<file path="config.mk">
export PLATFORM = sky130hd
export DESIGN_NAME = bus_arbiter2
export DESIGN_NICKNAME = d
export VERILOG_FILES = /design/src/rtl/bus_arbiter2_pkg.sv /design/src/rtl/multiplexer16bit.sv /design/src/rtl/bus_arbiter2.sv
export SDC_FILE = /design/constraint.sdc
export NUM_CORES = 1
export LEC_CHECK = 0
export ABC_AREA = 1
export ABC_CLOCK_PERIOD_IN_PS = 4600
export CELL_PAD_IN_SITES_DETAIL_PLACEMENT = 1
export CELL_PAD_IN_SITES_GLOBAL_PLACEMENT = 1
export CORE_ASPECT_RATIO = 1.25
export CORE_MARGIN = 2
export CORE_UTILIZATION = 23
export CTS_CLUSTER_SIZE = 20
export DETAILED_ROUTE_END_ITERATION = 10
export PLACE_DENSITY = 0.8
export REMOVE_ABC_BUFFERS = 1
export SETUP_SLACK_MARGIN = 0.15
export SYNTH_ARGS = -nofsm -noshare
export SYNTH_HDL_FRONTEND = slang
export SYNTH_HIERARCHICAL = 1
export SYNTH_SLANG_ARGS = --single-unit
</file>
<file path="constraint.sdc">
create_clock -name clk -period 4.6 [get_ports clk]
set_input_delay 0.69 -clock clk [delete_from_list [all_inputs] [get_ports clk]]
set_output_delay 0.69 -clock clk [all_outputs]
set_load 0.02 [all_outputs]
</file>
<file path="src/rtl/bus_arbiter2_pkg.sv">
// rtl/bus_arbiter2_pkg.sv - shared state encoding, select codes and bus width
package bus_arbiter2_pkg;

  localparam int BUS_W = 16;

  typedef enum logic [1:0] {
    ST_IDLE  = 2'd0,
    ST_OWN_A = 2'd1,
    ST_OWN_B = 2'd2
  } state_t;

  localparam logic SEL_A = 1'b0;
  localparam logic SEL_B = 1'b1;

endpackage

</file>
<file path="src/rtl/multiplexer16bit.sv">
// rtl/multiplexer16bit.sv - 2:1 word multiplexer, sel=0 passes A, sel=1 passes B
module multiplexer16bit
  import bus_arbiter2_pkg::*;
(
  input  logic [BUS_W-1:0] A,
  input  logic [BUS_W-1:0] B,
  input  logic             sel,
  output logic [BUS_W-1:0] Q
);

  assign Q = (sel == SEL_B) ? B : A;

endmodule

</file>
<file path="src/rtl/bus_arbiter2.sv">
// rtl/bus_arbiter2.sv - two-requester round-robin bus arbiter with capped locked bursts
module bus_arbiter2
  import bus_arbiter2_pkg::*;
#(
  parameter int WIDTH     = 16,
  parameter int MAX_BURST = 4
) (
  input  logic             clk,
  input  logic             rst,
  input  logic             req_a,
  input  logic             lock_a,
  input  logic [WIDTH-1:0] data_a,
  input  logic             req_b,
  input  logic             lock_b,
  input  logic [WIDTH-1:0] data_b,
  output logic             gnt_a,
  output logic             gnt_b,
  output logic             ack_a,
  output logic             ack_b,
  output logic             bus_sel,
  output logic [WIDTH-1:0] bus_q,
  output logic             bus_valid,
  input  logic             bus_ready
);

  state_t     r_state;
  logic       r_bus_sel;
  logic [3:0] r_burst_cnt;
  logic       r_last_b;

  logic       w_xfer;
  logic [3:0] w_cnt_inc;
  logic       w_burst_ok;

  assign gnt_a     = (r_state == ST_OWN_A);
  assign gnt_b     = (r_state == ST_OWN_B);
  assign bus_sel   = r_bus_sel;
  assign bus_valid = (gnt_a & req_a) | (gnt_b & req_b);
  assign w_xfer    = bus_valid & bus_ready;
  assign ack_a     = w_xfer & gnt_a;
  assign ack_b     = w_xfer & gnt_b;

  assign w_cnt_inc  = (r_burst_cnt == 4'hF) ? 4'hF : r_burst_cnt + 4'd1;
  // True when the owner may take one more locked transfer without exceeding the cap.
  assign w_burst_ok = (({1'b0, r_burst_cnt} + 5'd1) < 5'(MAX_BURST));

  multiplexer16bit u_mux (
    .A   (data_a),
    .B   (data_b),
    .sel (r_bus_sel),
    .Q   (bus_q)
  );

  always_ff @(posedge clk) begin
    if (rst) begin
      r_state     <= ST_IDLE;
      r_bus_sel   <= SEL_A;
      r_burst_cnt <= 4'd0;
      r_last_b    <= 1'b1;
    end else begin
      case (r_state)
        ST_IDLE: begin
          r_burst_cnt <= 4'd0;
          if (req_a && (!req_b || r_last_b)) begin
            r_state   <= ST_OWN_A;
            r_bus_sel <= SEL_A;
          end else if (req_b) begin
            r_state   <= ST_OWN_B;
            r_bus_sel <= SEL_B;
          end
        end
        ST_OWN_A: begin
          if (w_xfer) begin
            r_last_b <= 1'b0;
            if (lock_a && w_burst_ok) begin
              r_burst_cnt <= w_cnt_inc;
            end else begin
              r_burst_cnt <= 4'd0;
              if (req_b) begin
                r_state   <= ST_OWN_B;
                r_bus_sel <= SEL_B;
              end else if (!req_a) begin
                r_state <= ST_IDLE;
              end
            end
          end else if (!req_a) begin
            r_burst_cnt <= 4'd0;
            if (req_b) begin
              r_state   <= ST_OWN_B;
              r_bus_sel <= SEL_B;
            end else begin
              r_state <= ST_IDLE;
            end
          end
        end
        ST_OWN_B: begin
          if (w_xfer) begin
            r_last_b <= 1'b1;
            if (lock_b && w_burst_ok) begin
              r_burst_cnt <= w_cnt_inc;
            end else begin
              r_burst_cnt <= 4'd0;
              if (req_a) begin
                r_state   <= ST_OWN_A;
                r_bus_sel <= SEL_A;
              end else if (!req_b) begin
                r_state <= ST_IDLE;
              end
            end
          end else if (!req_b) begin
            r_burst_cnt <= 4'd0;
            if (req_a) begin
              r_state   <= ST_OWN_A;
              r_bus_sel <= SEL_A;
            end else begin
              r_state <= ST_IDLE;
            end
          end
        end
        default: begin
          r_state     <= ST_IDLE;
          r_burst_cnt <= 4'd0;
        end
      endcase
    end
  end

endmodule
</file>
==> results.json <==
{
  "mappedNetlistArea_um2": 887,
  "first_pass_iters": 4,
  "final-setup-viol-count": 0,
  "dp.cells": 253,
  "postRouteAntennaNets": 0,
  "place.gp.congestion": 0.851,
  "tritoncts": "built",
  "first_iter_violations": 22,
  "yosys-top-cells-area": "nand2_1 (30%), dfxtp_1 (18%), inv_1 (7.6%), ha_1 (7.1%), nor2_1 (5.9%)",
  "cp_cell_sequence": "clkdlybuf4s50_1, nand2_2, nand2_4, nand2_4, nor2_4, clkdlybuf4s50_1",
  "critical_path_class": "primary input to output port",
  "synth_top_area_cell": "nand2_1",
  "whs_ns": 0.496,
  "die-height_um": 73.4,
  "dieWidth_um": 59.5,
  "dp_hpwl_um": 2660,
  "hold_depth": 2,
  "initial_core_util_pct": 23.6,
  "antenna_cells": 0,
  "cp_max_fo": 6,
  "p_leak_nw": 0.727,
  "worstSkewPairLatency_ns": 0.24,
  "arrival_ns": 2.32,
  "power_switching_mw": 0.331,
  "fill_cells": 511,
  "cts.sinks": 8,
  "hp-class": "flop to flop",
  "routed_wl_um": 3170,
  "critical-path-slowest-cell": "clkdlybuf4s50_1",
  "cts.hold.buffers_added": 0,
  "htree_levels": 1,
  "required_ns": 3.91,
  "grt_overflow": 0,
  "grt_max_degree": 21,
  "ios": 61,
  "die_area_mm2": 0.00437,
  "cts_setup_buffers": 0,
  "intPower_mw": 0.354,
  "drive_gt1_share_pct": 8.80,
  "ff2ff_path_depth": 11,
  "vias": 1170,
  "synth.distinct_cells": 22,
  "clockRootBuffer": "clkbuf_8",
  "status": "completed",
  "report.power.total_mw": 0.685,
  "synth_top_area_share_pct": 30.0,
  "clk_pin_slew_ns": 0.05,
  "clockPowerShare_pct": 13.5,
  "fin_crit_ns": 3.01,
  "grt_antenna_before_repair": 0,
  "grt_pass1_vias": 1054,
  "finalHoldViolCount": 0,
  "finalNetCount": 262,
  "layout_commonest_cell": "nand2_1",
  "finalNonFillerCells": 256,
  "drc": 0,
  "critical_path.top_delay_family": "buffers and inverters",
  "finalSetupTns_ns": 0,
  "period_share_pct": 65.3,
  "synth_seq_area_share_pct": 18.1,
  "post_drt_wl_per_cell_um": 12.4,
  "rsz0062_at_grt": "no",
  "combPwrFrac_pct": 70.0,
  "max-cap-violations": 0,
  "grt_pass1_wl_um": 4870,
  "io_buffers": 60,
  "via_per_inst": 4.57,
  "ys_warn_count": 6,
  "powerDensity_mw_per_mm2": 446,
  "cts_made_buffers": 3,
  "path_buf_inv": 2,
  "cp.depth": 6,
  "synthToLayoutAreaGrowth_pct": 73.2,
  "postCtsResizedCells": 0,
  "ir_drop_mv": 0.234,
  "critPathLaunchType": "primary input",
  "slew_headroom_pct": 50.1,
  "ys_ff_latch": 8,
  "cpPeakStageDelay_ns": 0.62,
  "power_frac_seq_pct": 16.5,
  "skew_ns": 0.00468,
  "clock_tree.buffer_depth": 2,
  "fmax_mhz": 333,
  "num_rows": 25,
  "grtUsageTotal_pct": 14.7,
  "crit_path_end_kind": "output port",
  "final_cell_mix": "nand2_1 (71), clkdlybuf4s50_1 (60), inv_1 (18)",
  "maxSlewViolCount": 0,
  "coreArea_mm2": 0.00375,
  "swShare_pct": 48.3,
  "syn_avg_cell_area_um2": 5.69,
  "syn_inst": 156,
  "tightest_slew_ns": 0.748
}
[Yosys cell counts]
library cell and n:
a21oi_1 6, buf_12 1, buf_6 2, dfxtp_1 8
ha_1 5, inv_1 18, inv_2 1, inv_6 1
nand2_1 71, nand2_2 8, nand2_4 2, nand3_1 5
nand3_2 1, nand4_1 2, nor2_1 14, nor2_2 2
nor2_4 1, nor3_1 3, o211ai_1 1, o21a_1 1
o21ai_0 2, o221ai_1 1
[per-stage QoR]
stage / setup WS, ns / instance area [um2] / utilization, %
global route: 1.52 / 1540 / 40.9
CTS: 1.60 / 1540 / 40.9
finish: 1.59 / 1540 / 40.9
floorplan: 2.62 / 845 / -
detailed placement: 1.60 / 1500 / 39.8
global placement: 1.63 / 1500 / 39.8
[layout make-up]
class                      instances  area [um2]  share of cell area [%]
clock buffer                       3        41.3                    2.69
inverter                          20        80.1                    5.21
multi-input combinational        125         604                    39.3
sequential                         8         160                    10.4
tap                               40        50.0                    3.26
timing repair buffer              60         601                    39.1
[routing by layer]
metal / up-vias / share of wire [%] / GRT usage [%]
li1: 597 / - / -
met1: 522 / 42 / 16.7
met2: 47 / 47 / 25.9
met3: 4 / 8.5 / 2.99
met4: 0 / 1.9 / 6.67
met5: - / 0 / 0
[worst register-to-register path, cell delays in order, from the launching register on]
cell	delay [ns]
dfxtp_1	0.32
inv_1	0.11
ha_1	0.30
nand2_2	0.11
nand2_4	0.11
inv_1	0.05
nor2_2	0.20
inv_1	0.12
nand4_1	0.15
nand2_1	0.07
nand2_1	0.06
nor2_1	0.04
[path summary, 6_finish.rpt]
path	endpoint	slack, ns	start
setup / recovery	ack_b	1.59	req_b
hold / removal	r_burst_cnt[1]	0.50	r_burst_cnt[1]
setup reg to reg	bus_sel	2.86	r_state[0]
hold reg to reg	r_burst_cnt[1]	0.50	r_burst_cnt[1]
[sequential cells by signal, indices dropped and copies added (netlist names)]
name	count
bus_sel	1
r_burst_cnt	4
r_last_b	1
r_state	2
[logic make-up after synthesis]
family,Yosys count,synth area share [%]
AOI/OAI and AO/OA,11,7.19
DFF,8,18.1
and+or+nand+nor,109,53.9
adders and majority gates,5,7.05
buffers and inverters,23,13.8
[power by group through the flow]
stage	clock network, mW	logic, mW	registers, mW
floorplan	0	0.285	0.110
CTS	0.0926	0.487	0.114
global placement	0	0.476	0.115
finish	0.0923	0.480	0.113
detailed placement	0	0.484	0.115
global route	0.0961	0.530	0.118
(Power assumes the default switching activity.)
